$ cat src/rtl/player_shot_ctrl_pkg.sv
// Shared constants and state type for the player shot sequencer.
package player_shot_ctrl_pkg;

  localparam int unsigned POS_W = 10;
  localparam int unsigned CD_W  = 8;

  localparam int unsigned SHOT_STEP_DEF       = 4;
  localparam int unsigned SHOT_X_OFFSET_DEF   = 6;
  localparam int unsigned SHOT_HEIGHT_DEF     = 8;
  localparam int unsigned SHOT_TOP_DEF        = 16;
  localparam int unsigned COOLDOWN_FRAMES_DEF = 8;

  typedef enum logic [1:0] {
    ST_READY    = 2'd0,
    ST_FLY      = 2'd1,
    ST_COOLDOWN = 2'd2
  } shot_state_e;

endpackage

$ cat src/rtl/player_shot_ctrl_frame_timer.sv
// Loadable down-counter stepped by the frame strobe; done while the count is zero.
module frame_timer
  import player_shot_ctrl_pkg::*;
#(
  parameter int unsigned W = CD_W
) (
  input  logic         clk,
  input  logic         rst,
  input  logic         i_load,
  input  logic [W-1:0] i_load_val,
  input  logic         i_frame,
  output logic         o_done
);

  logic [W-1:0] r_count;

  always_ff @(posedge clk) begin
    if (!rst) begin
      r_count <= '0;
    end else if (i_load) begin
      r_count <= i_load_val;
    end else if (i_frame && (r_count != '0)) begin
      r_count <= r_count - 1'b1;
    end
  end

  assign o_done = (r_count == '0);

endmodule

$ cat src/rtl/player_shot_ctrl.sv
// Player missile sequencer: fire arbitration, launch, per-frame climb, retire and reload delay.
module player_shot_ctrl
  import player_shot_ctrl_pkg::*;
#(
  parameter int unsigned SHOT_STEP       = SHOT_STEP_DEF,
  parameter int unsigned SHOT_X_OFFSET   = SHOT_X_OFFSET_DEF,
  parameter int unsigned SHOT_HEIGHT     = SHOT_HEIGHT_DEF,
  parameter int unsigned SHOT_TOP        = SHOT_TOP_DEF,
  parameter int unsigned COOLDOWN_FRAMES = COOLDOWN_FRAMES_DEF
) (
  input  logic             clk,
  input  logic             rst,
  input  logic             frame,
  input  logic             game_active,
  input  logic             fire,
  input  logic [POS_W-1:0] player_x,
  input  logic [POS_W-1:0] player_y,
  input  logic             hit,
  output logic [POS_W-1:0] shot_x,
  output logic [POS_W-1:0] shot_y,
  output logic             shot_active,
  output logic             shot_fired,
  output logic             ready
);

  localparam logic [POS_W-1:0] LAUNCH_MIN = POS_W'(SHOT_TOP + SHOT_HEIGHT);
  localparam logic [POS_W-1:0] RETIRE_LIM = POS_W'(SHOT_TOP + SHOT_STEP);
  localparam logic [POS_W-1:0] STEP_V     = POS_W'(SHOT_STEP);
  localparam logic [POS_W-1:0] XOFF_V     = POS_W'(SHOT_X_OFFSET);
  localparam logic [POS_W-1:0] HEIGHT_V   = POS_W'(SHOT_HEIGHT);
  localparam logic [CD_W-1:0]  CD_V       = CD_W'(COOLDOWN_FRAMES);

  shot_state_e      r_state, w_state_nxt;
  logic             r_fire_q, r_pending, w_pending_nxt;
  logic [POS_W-1:0] r_shot_x, r_shot_y, w_shot_x_nxt, w_shot_y_nxt;
  logic             r_active, w_active_nxt, r_fired, w_fired_nxt, r_ready;
  logic             w_fire_rise, w_tmr_load, w_tmr_done;
  logic [CD_W-1:0]  w_tmr_val;

  assign w_fire_rise = fire & ~r_fire_q;

  frame_timer #(.W(CD_W)) u_frame_timer (
    .clk        (clk),
    .rst        (rst),
    .i_load     (w_tmr_load),
    .i_load_val (w_tmr_val),
    .i_frame    (frame),
    .o_done     (w_tmr_done)
  );

  always_ff @(posedge clk) begin
    if (!rst) r_state <= ST_READY;
    else      r_state <= w_state_nxt;
  end

  always_comb begin
    w_state_nxt   = r_state;
    w_pending_nxt = r_pending;
    w_shot_x_nxt  = r_shot_x;
    w_shot_y_nxt  = r_shot_y;
    w_active_nxt  = r_active;
    w_fired_nxt   = 1'b0;
    w_tmr_load    = 1'b0;
    w_tmr_val     = CD_V;
    if (!game_active) begin
      w_state_nxt   = ST_READY;
      w_pending_nxt = 1'b0;
      w_active_nxt  = 1'b0;
      w_tmr_load    = 1'b0;
    end else begin
      unique case (r_state)
        ST_READY: begin
          // A pending request is consumed by the frame even when the launch is refused.
          if (frame && r_pending) begin
            w_pending_nxt = 1'b0;
            if (player_y >= LAUNCH_MIN) begin
              w_shot_x_nxt = player_x + XOFF_V;
              w_shot_y_nxt = player_y - HEIGHT_V;
              w_active_nxt = 1'b1;
              w_fired_nxt  = 1'b1;
              w_state_nxt  = ST_FLY;
            end
          end else if (w_fire_rise) begin
            w_pending_nxt = 1'b1;
          end
        end
        ST_FLY: begin
          // Hit outranks the frame step; the top check precedes the subtract.
          if (hit || (frame && (r_shot_y < RETIRE_LIM))) begin
            w_active_nxt = 1'b0;
            w_tmr_load   = 1'b1;
            w_state_nxt  = ST_COOLDOWN;
          end else if (frame) begin
            w_shot_y_nxt = r_shot_y - STEP_V;
          end
        end
        ST_COOLDOWN: begin
          if (w_tmr_done) w_state_nxt = ST_READY;
        end
        default: w_state_nxt = ST_READY;
      endcase
    end
  end

  always_ff @(posedge clk) begin
    if (!rst) begin
      r_fire_q  <= 1'b1;
      r_pending <= 1'b0;
      r_shot_x  <= '0;
      r_shot_y  <= '0;
      r_active  <= 1'b0;
      r_fired   <= 1'b0;
      r_ready   <= 1'b1;
    end else begin
      r_fire_q  <= fire;
      r_pending <= w_pending_nxt;
      r_shot_x  <= w_shot_x_nxt;
      r_shot_y  <= w_shot_y_nxt;
      r_active  <= w_active_nxt;
      r_fired   <= w_fired_nxt;
      r_ready   <= (w_state_nxt == ST_READY);
    end
  end

  assign shot_x      = r_shot_x;
  assign shot_y      = r_shot_y;
  assign shot_active = r_active;
  assign shot_fired  = r_fired;
  assign ready       = r_ready;

endmodule

$ cat config.mk
export PLATFORM = sky130hd
export DESIGN_NAME = player_shot_ctrl
export DESIGN_NICKNAME = d
export VERILOG_FILES = /design/src/rtl/player_shot_ctrl_pkg.sv /design/src/rtl/player_shot_ctrl_frame_timer.sv /design/src/rtl/player_shot_ctrl.sv
export SDC_FILE = /design/constraint.sdc
export NUM_CORES = 1
export LEC_CHECK = 0
export BUFFER_PORTS_ARGS = -buffer_cell sky130_fd_sc_hd__buf_2
export CORE_MARGIN = 2
export CORE_UTILIZATION = 38
export DETAILED_ROUTE_END_ITERATION = 8
export HOLD_SLACK_MARGIN = 0.06
export SLEW_MARGIN = 20
export SYNTH_ARGS = -nofsm -noshare
export SYNTH_HDL_FRONTEND = slang
export SYNTH_SLANG_ARGS = --single-unit
$ cat constraint.sdc
create_clock -name clk -period 2.3 [get_ports clk]
set_input_delay 0.23 -clock clk [delete_from_list [all_inputs] [get_ports clk]]
set_output_delay 0.23 -clock clk [all_outputs]
set_load 0.05 [all_outputs]
==> results of run 1 <==
-- state kept, by name, summed over array words and instances, names as in the netlist --
| register | count |
|---|---|
| shot_x | 10 |
| shot_y | 10 |
| u_frame_timer.r_count | 8 |
| r_state | 2 |
| r_fire_q | 1 |
| r_pending | 1 |
| ready | 1 |
| shot_active | 1 |
| shot_fired | 1 |
-- worst paths after layout --
check	cells past startpoint	slack, ns	end
max	4	0.27	shot_y[4]
min	2	0.16	r_fire_q
max reg2reg	4	0.27	shot_y[4]
min reg2reg	2	0.49	shot_active
-- power by group --
group	total (W)	switching [W]	internal (W)
clock network	0.000443	0.000208	0.000235
logic	0.000453	0.000262	0.000191
registers	0.000716	0.0000519	0.000665
-- routing by layer --
metal / vias up / GRT usage
li1: 945 / -
met1: 829 / 0.229
met2: 58 / 0.268
met3: 2 / 0.0410
met4: 0 / 0.0507
met5: - / 0
-- placed cells by master, fill, tap and decap left out, types with 2 or more instances in the layout --
master and count:
xor2_1 9, nor3_1 7, a31oi_1 5, nand2_1 16
xnor2_1 6, nor4_1 2, or3_1 4, o21a_1 3
buf_2 48, or4_1 3, and3b_1 2, nand3_1 5
o2111ai_1 4, clkbuf_8 6, a211oi_1 8, inv_1 12
o21ai_0 10, nand3b_1 2, nor2b_1 2, nor2_1 26
nor4b_1 3, nand2b_1 6, mux2i_1 4, ha_1 5
a21oi_1 9, a211o_1 2, o31ai_1 4, buf_4 3
o211ai_1 6, o21ai_1 2, dfxtp_1 35
-- worst max-delay path, delay by kind of cell (launching register included) --
kind | cells | cell delay, ns
AO/OA/AOI/OAI | 3 | 1.04
flip-flops | 1 | 0.70
AND/OR/NAND/NOR | 1 | 0.19
-- layout make-up --
class,count,area (um2)
flip-flops and latches,35,701
repair buffers,51,263
clock buffers,6,82.6
fillers,499,2700
clock inverters,1,5.00
multi-input cells,174,1160
inverters,12,45.0
well taps,70,87.6
-- stage by stage --
stage | hold WS, ns | std cells | power, W
after floorplan | 0.326 | 232 | 0.00109
after global placement | 0.438 | 342 | 0.00117
after detailed placement | 0.444 | 342 | 0.00118
after CTS | 0.150 | 349 | 0.00164
after global routing | 0.144 | 349 | 0.00173
final | 0.156 | 349 | 0.00161
-- logic make-up (layout without fill, tap and decap cells) --
logic type | Yosys count | in the layout | synth area share
adders and majority gates | 5 | 5 | 0.0321
DFF | 35 | 35 | 0.359
and+or+nand+nor | 82 | 82 | 0.216
buffers and inverters | 23 | 70 | 0.0475
muxes | 5 | 5 | 0.0263
AOI/OAI and AO/OA | 67 | 67 | 0.251
xor gates and xnor gates | 15 | 15 | 0.0674
==> flow_metrics.py, run 1 <==
metrics = {
    "setup_path": {
        "start_kind": "register",
        "critical_path_peak_fanout": 18,
        "required_ns": 2.47,
        "crit_slowest_cell": "dfxtp_1",
        "cp-end-kind": "register",
        "crit_start": "r_state[0]",
        "slowest_delay_ns": 0.70,
        "worst-setup-path-type": "register to register",
        "reg2reg_from": "r_state[0]",
        "worstPathCellList": "nor4_1, a211oi_2, o211ai_1, a32o_1",
        "cp.arrival_ns": 2.21,
    },
    "floorplanning": {
        "die_area_mm2": 0.00572,
        "floorplan.initialDensity": 0.387,
        "num_rows": 26,
        "die_h_um": 75.6,
        "core_mm2": 0.00504,
        "io_pins": 49,
        "die_w_um": 75.6,
    },
    "sta": {
        "setup_ws_ns": 0.267,
        "min_period_over_period": 0.884,
        "finalWorstPathRequiredPeriod_ns": 2.03,
        "fin_skew_ns": 0.00451,
        "relSlewSlack": 0.607,
        "finalHoldViolCount": 0,
        "slew_viol_final": 0,
        "setup_viol": 0,
        "max_freq_mhz": 492,
        "fin_tns_setup_ns": 0,
        "tightest_slew_ns": 0.588,
        "rsz0062_at_grt": "false",
    },
    "logic_synthesis": {
        "ys.flop_type": "dfxtp_1",
        "synth_edf_count": 0,
        "synth_nets": 263,
        "ys_ff_latch": 35,
        "synth_area_per_cell_um2": 8.40,
        "synth_warnings": 0,
        "synth_area_leaders": "dfxtp_1 36%, nor2_1 5.0%, xor2_1 4.0%",
        "yosys.cell_count.top_type": "dfxtp_1",
        "syn_inst": 232,
        "synth-async-reset-ratio": 0,
        "synth_commonest_cells": "35 x dfxtp_1, 26 x nor2_1, 16 x nand2_1, 12 x inv_1, 10 x o21ai_0",
        "yosysSeqAreaShare": 0.359,
        "netlist_area_mm2": 0.00195,
        "synth.distinct_cells": 50,
        "yosys.area.top_type_share": 0.359,
        "yosys.area.top_type": "dfxtp_1",
    },
    "clock_network": {
        "clockBufferDepth": 2,
        "cts.sinks": 35,
        "cts-root-buf": "clkbuf_8",
        "clock_latency_ns": 0.28,
        "holdBufCountCts": 0,
        "cts_max_level": 2,
        "path_clk_slew_ns": 0.07,
        "cts_tree": "done",
        "post_cts_buffers": 0,
        "numCtsBuffers": 5,
        "ctsResizeCount": 0,
    },
    "power": {
        "p_per_area_mw_per_mm2": 689,
        "leakagePower_nw": 0.963,
        "ir_drop_v": 0.000372,
    },
    "detailed_routing": {
        "totalWireLength_mm": 4.65,
        "via_per_inst": 5.26,
        "vias": 1834,
        "drtIter0Drc": 115,
        "wl_met1_mm": 2.24,
        "drt-pass1-iter-count": 4,
        "wl_met2_mm": 2.14,
        "drtAntennaViolNets": 0,
        "routed.top_layer": "met4",
        "wl_per_cell_um": 13.3,
        "drc": 0,
        "wl_met3_um": 249,
    },
    "final_layout": {
        "final_layout_size_suffix_gt1_frac": 0.226,
        "area_growth_pct": 20.0,
        "utilization": 0.464,
        "fin_area_mm2": 0.00234,
        "diodes": 0,
        "fin_nets": 310,
    },
    "place": {
        "io_buffers": 48,
        "post-place-ws_ns": 0.335,
        "dp_hpwl_mm": 3.40,
        "dpl_cell_area_mm2": 0.00225,
        "place.gp.congestion": 0.867,
    },
    "global_route": {
        "grt_first_pass_wirelength_mm": 7.48,
        "grt_overflow": 0,
        "grt_max_degree": 21,
        "grt_pass1_vias": 1660,
        "track_usage": 0.169,
        "antenna_found_initial": 0,
    },
    "outcome": {
        "outcome": "complete, no violations",
    },
    "hold_path": {
        "hold_start": "fire",
        "hold_class": "input port to register",
    },
    "flow_run": {
        "drv_cap": 0,
    },
}
No activity file was read; power rests on OpenSTA's default activity.
==> inputs of run 2 (changes only) <==
--- a/config.mk
+++ b/config.mk
@@ -5,11 +5,11 @@
 export SDC_FILE = /design/constraint.sdc
 export NUM_CORES = 1
 export LEC_CHECK = 0
+export ABC_AREA = 1
 export BUFFER_PORTS_ARGS = -buffer_cell sky130_fd_sc_hd__buf_2
 export CORE_MARGIN = 2
 export CORE_UTILIZATION = 38
 export DETAILED_ROUTE_END_ITERATION = 8
-export HOLD_SLACK_MARGIN = 0.06
 export SLEW_MARGIN = 20
 export SYNTH_ARGS = -nofsm -noshare
 export SYNTH_HDL_FRONTEND = slang
==> flow_metrics.py, run 2 <==
metrics = {
    "logic_synthesis": {
        "yosys.area.top_type_share": 0.331,
        "yosys.area.top_type": "dfxtp_1",
        "synth_area_leaders": "dfxtp_1 33%, nand2_1 14%, inv_1 8.3%",
        "yosys.cell_count.top_type": "nand2_1",
        "ys.flop_type": "dfxtp_1",
        "synth_commonest_cells": "80 x nand2_1, 47 x inv_1, 40 x nor2_1, 35 x dfxtp_1, 26 x nand3_1",
        "syn_inst": 322,
        "netlist_area_mm2": 0.00211,
        "synth.distinct_cells": 33,
        "synth_area_per_cell_um2": 6.57,
        "synth_warnings": 0,
        "synth_edf_count": 0,
        "yosysSeqAreaShare": 0.331,
        "synth-async-reset-ratio": 0,
        "synth_nets": 353,
        "ys_ff_latch": 35,
    },
    "detailed_routing": {
        "drt-pass1-iter-count": 4,
        "vias": 2091,
        "via_per_inst": 4.71,
        "totalWireLength_mm": 4.87,
        "drtAntennaViolNets": 0,
        "wl_per_cell_um": 11.0,
        "drtIter0Drc": 74,
        "drc": 0,
    },
    "flow_run": {
        "drv_cap": 0,
    },
    "global_route": {
        "track_usage": 0.167,
        "grt_first_pass_wirelength_mm": 8.43,
        "grt_overflow": 0,
        "grt_pass1_vias": 1916,
        "grt_max_degree": 16,
        "antenna_found_initial": 0,
    },
    "sta": {
        "max_freq_mhz": 610,
        "fin_tns_setup_ns": 0,
        "finalHoldViolCount": 0,
        "min_period_over_period": 0.712,
        "fin_skew_ns": 0.00919,
        "tightest_slew_ns": 0.507,
        "setup_viol": 0,
        "relSlewSlack": 0.661,
        "rsz0062_at_grt": "false",
        "slew_viol_final": 0,
        "finalWorstPathRequiredPeriod_ns": 1.64,
    },
    "clock_network": {
        "clock_latency_ns": 0.29,
        "cts.sinks": 35,
        "cts_max_level": 2,
        "cts_tree": "done",
        "ctsResizeCount": 0,
        "numCtsBuffers": 5,
        "holdBufCountCts": 0,
        "path_clk_slew_ns": 0.07,
        "post_cts_buffers": 0,
        "cts-root-buf": "clkbuf_8",
        "clockBufferDepth": 2,
    },
    "power": {
        "finalPower_w": 0.00186,
        "ir_drop_v": 0.000338,
        "clkPwrFrac": 0.299,
        "switching_share": 0.344,
        "leakagePower_nw": 1.27,
        "p_sw_w": 0.000640,
        "p_per_area_mw_per_mm2": 740,
        "p_seq_frac": 0.382,
        "power.internal_w": 0.00122,
        "power_frac_comb": 0.320,
    },
    "place": {
        "place.gp.congestion": 0.934,
        "io_buffers": 48,
        "dp_cells": 436,
        "dp_hpwl_mm": 3.83,
    },
    "setup_path": {
        "worstPathCellList": "inv_1, ha_1, nor2_1, nor2_1, nand2_1, nand2_2, nand2_4, inv_2, nor2_4, nand2_1, nand2_1, nor2_1",
        "reg2reg_from": "shot_y[2]",
        "crit_slowest_cell": "dfxtp_1",
        "r2r_slack_ns": 0.66,
        "reg2reg_depth": 12,
        "crit_start": "shot_y[2]",
        "slowest_delay_ns": 0.36,
        "r2r_end": "shot_y[7]",
        "required_ns": 2.46,
        "critPathTopFamily": "simple AND/OR/NAND/NOR gates",
        "cp-end-kind": "register",
        "endpoint": "shot_y[7]",
        "cp.arrival_ns": 1.80,
        "start_kind": "register",
        "critical_path_peak_fanout": 6,
        "cp.depth": 12,
        "worst-setup-path-type": "register to register",
        "crit_buf_inv": 2,
    },
    "final_layout": {
        "layout_common_cells": "80 x nand2_1, 48 x buf_2, 47 x inv_1",
        "fin_cells": 444,
        "final_layout_size_suffix_gt1_frac": 0.218,
        "fin_nets": 402,
        "layout_commonest_cell": "nand2_1",
        "area_growth_pct": 18.8,
        "diodes": 0,
    },
    "floorplanning": {
        "die_h_um": 78.6,
        "floorplan.initialDensity": 0.389,
        "io_pins": 49,
        "core_mm2": 0.00544,
        "die_w_um": 78.6,
        "num_rows": 27,
        "die_area_mm2": 0.00618,
    },
    "hold_path": {
        "hold_class": "input port to register",
    },
    "outcome": {
        "outcome": "complete, no violations",
    },
}
-- run 2: cell count changes after synthesis, moves of 6 or more --
cell | before | now
a211oi_1 | 8 | 0
a21oi_1 | 9 | 22
inv_1 | 12 | 47
nand2_1 | 16 | 80
nand2_2 | 0 | 7
nand2b_1 | 6 | 0
nand3_1 | 5 | 26
nor2_1 | 26 | 40
nor3_1 | 7 | 0
o211ai_1 | 6 | 0
o21ai_0 | 10 | 16
-- run 2: cells by family (layout without fill, tap and decap cells) --
family | after synthesis | after routing | share of synthesized area
AND/OR/NAND/NOR | 173 | 173 | 0.376
buffers and inverters | 57 | 107 | 0.114
AO/OA/AOI/OAI | 45 | 45 | 0.120
flip-flops | 35 | 35 | 0.331
XOR/XNOR | 7 | 7 | 0.0290
adder cells (fa/ha/maj) | 5 | 5 | 0.0296
-- run 2: layout make-up --
type,count,area (um2)
Timing Repair Buffer,49,248
Inverter,50,188
Multi-Input combinational cell,230,1170
Clock inverter,3,43.8
Fill cell,577,2930
Sequential cell,35,701
Clock buffer,5,68.8
Tap cell,72,90.1
-- run 2: routing by layer --
layer  part of all wire  vias up  track usage
met5                  0        -            0
met4             0.0072        0       0.0421
met3              0.043        4       0.0368
met2               0.46       48        0.268
met1               0.49      931        0.228
li1                   -     1108            -
-- run 2: how the worst min path moves through the flow --
stage	cells past startpoint	slack [ns]	from	end
finish	2	0.15	fire	r_fire_q
global route	2	0.16	fire	r_fire_q
CTS	2	0.15	fire	r_fire_q
detailed placement	2	0.44	fire	r_fire_q
global placement	2	0.44	fire	r_fire_q
floorplan	1	0.34	fire	r_fire_q
-- run 2: power by group through the flow --
stage / clock network, W / logic [W] / registers [W]
after global placement: 0 / 0.000597 / 0.000722
after CTS: 0.000571 / 0.000602 / 0.000709
final: 0.000555 / 0.000595 / 0.000709
after global routing: 0.000597 / 0.000686 / 0.000717
after detailed placement: 0 / 0.000600 / 0.000724
after floorplan: 0 / 0.000472 / 0.000726
-- run 2: through the flow --
step / utilization / cell area [um2] / setup slack (ns) / hold slack (ns)
after global placement: 0.441 / 2400 / 0.704 / 0.443
final: 0.462 / 2510 / 0.661 / 0.152
after floorplan: - / 2110 / 0.440 / 0.337
after global routing: 0.462 / 2510 / 0.469 / 0.159
after detailed placement: 0.441 / 2400 / 0.661 / 0.445
after CTS: 0.462 / 2510 / 0.657 / 0.145
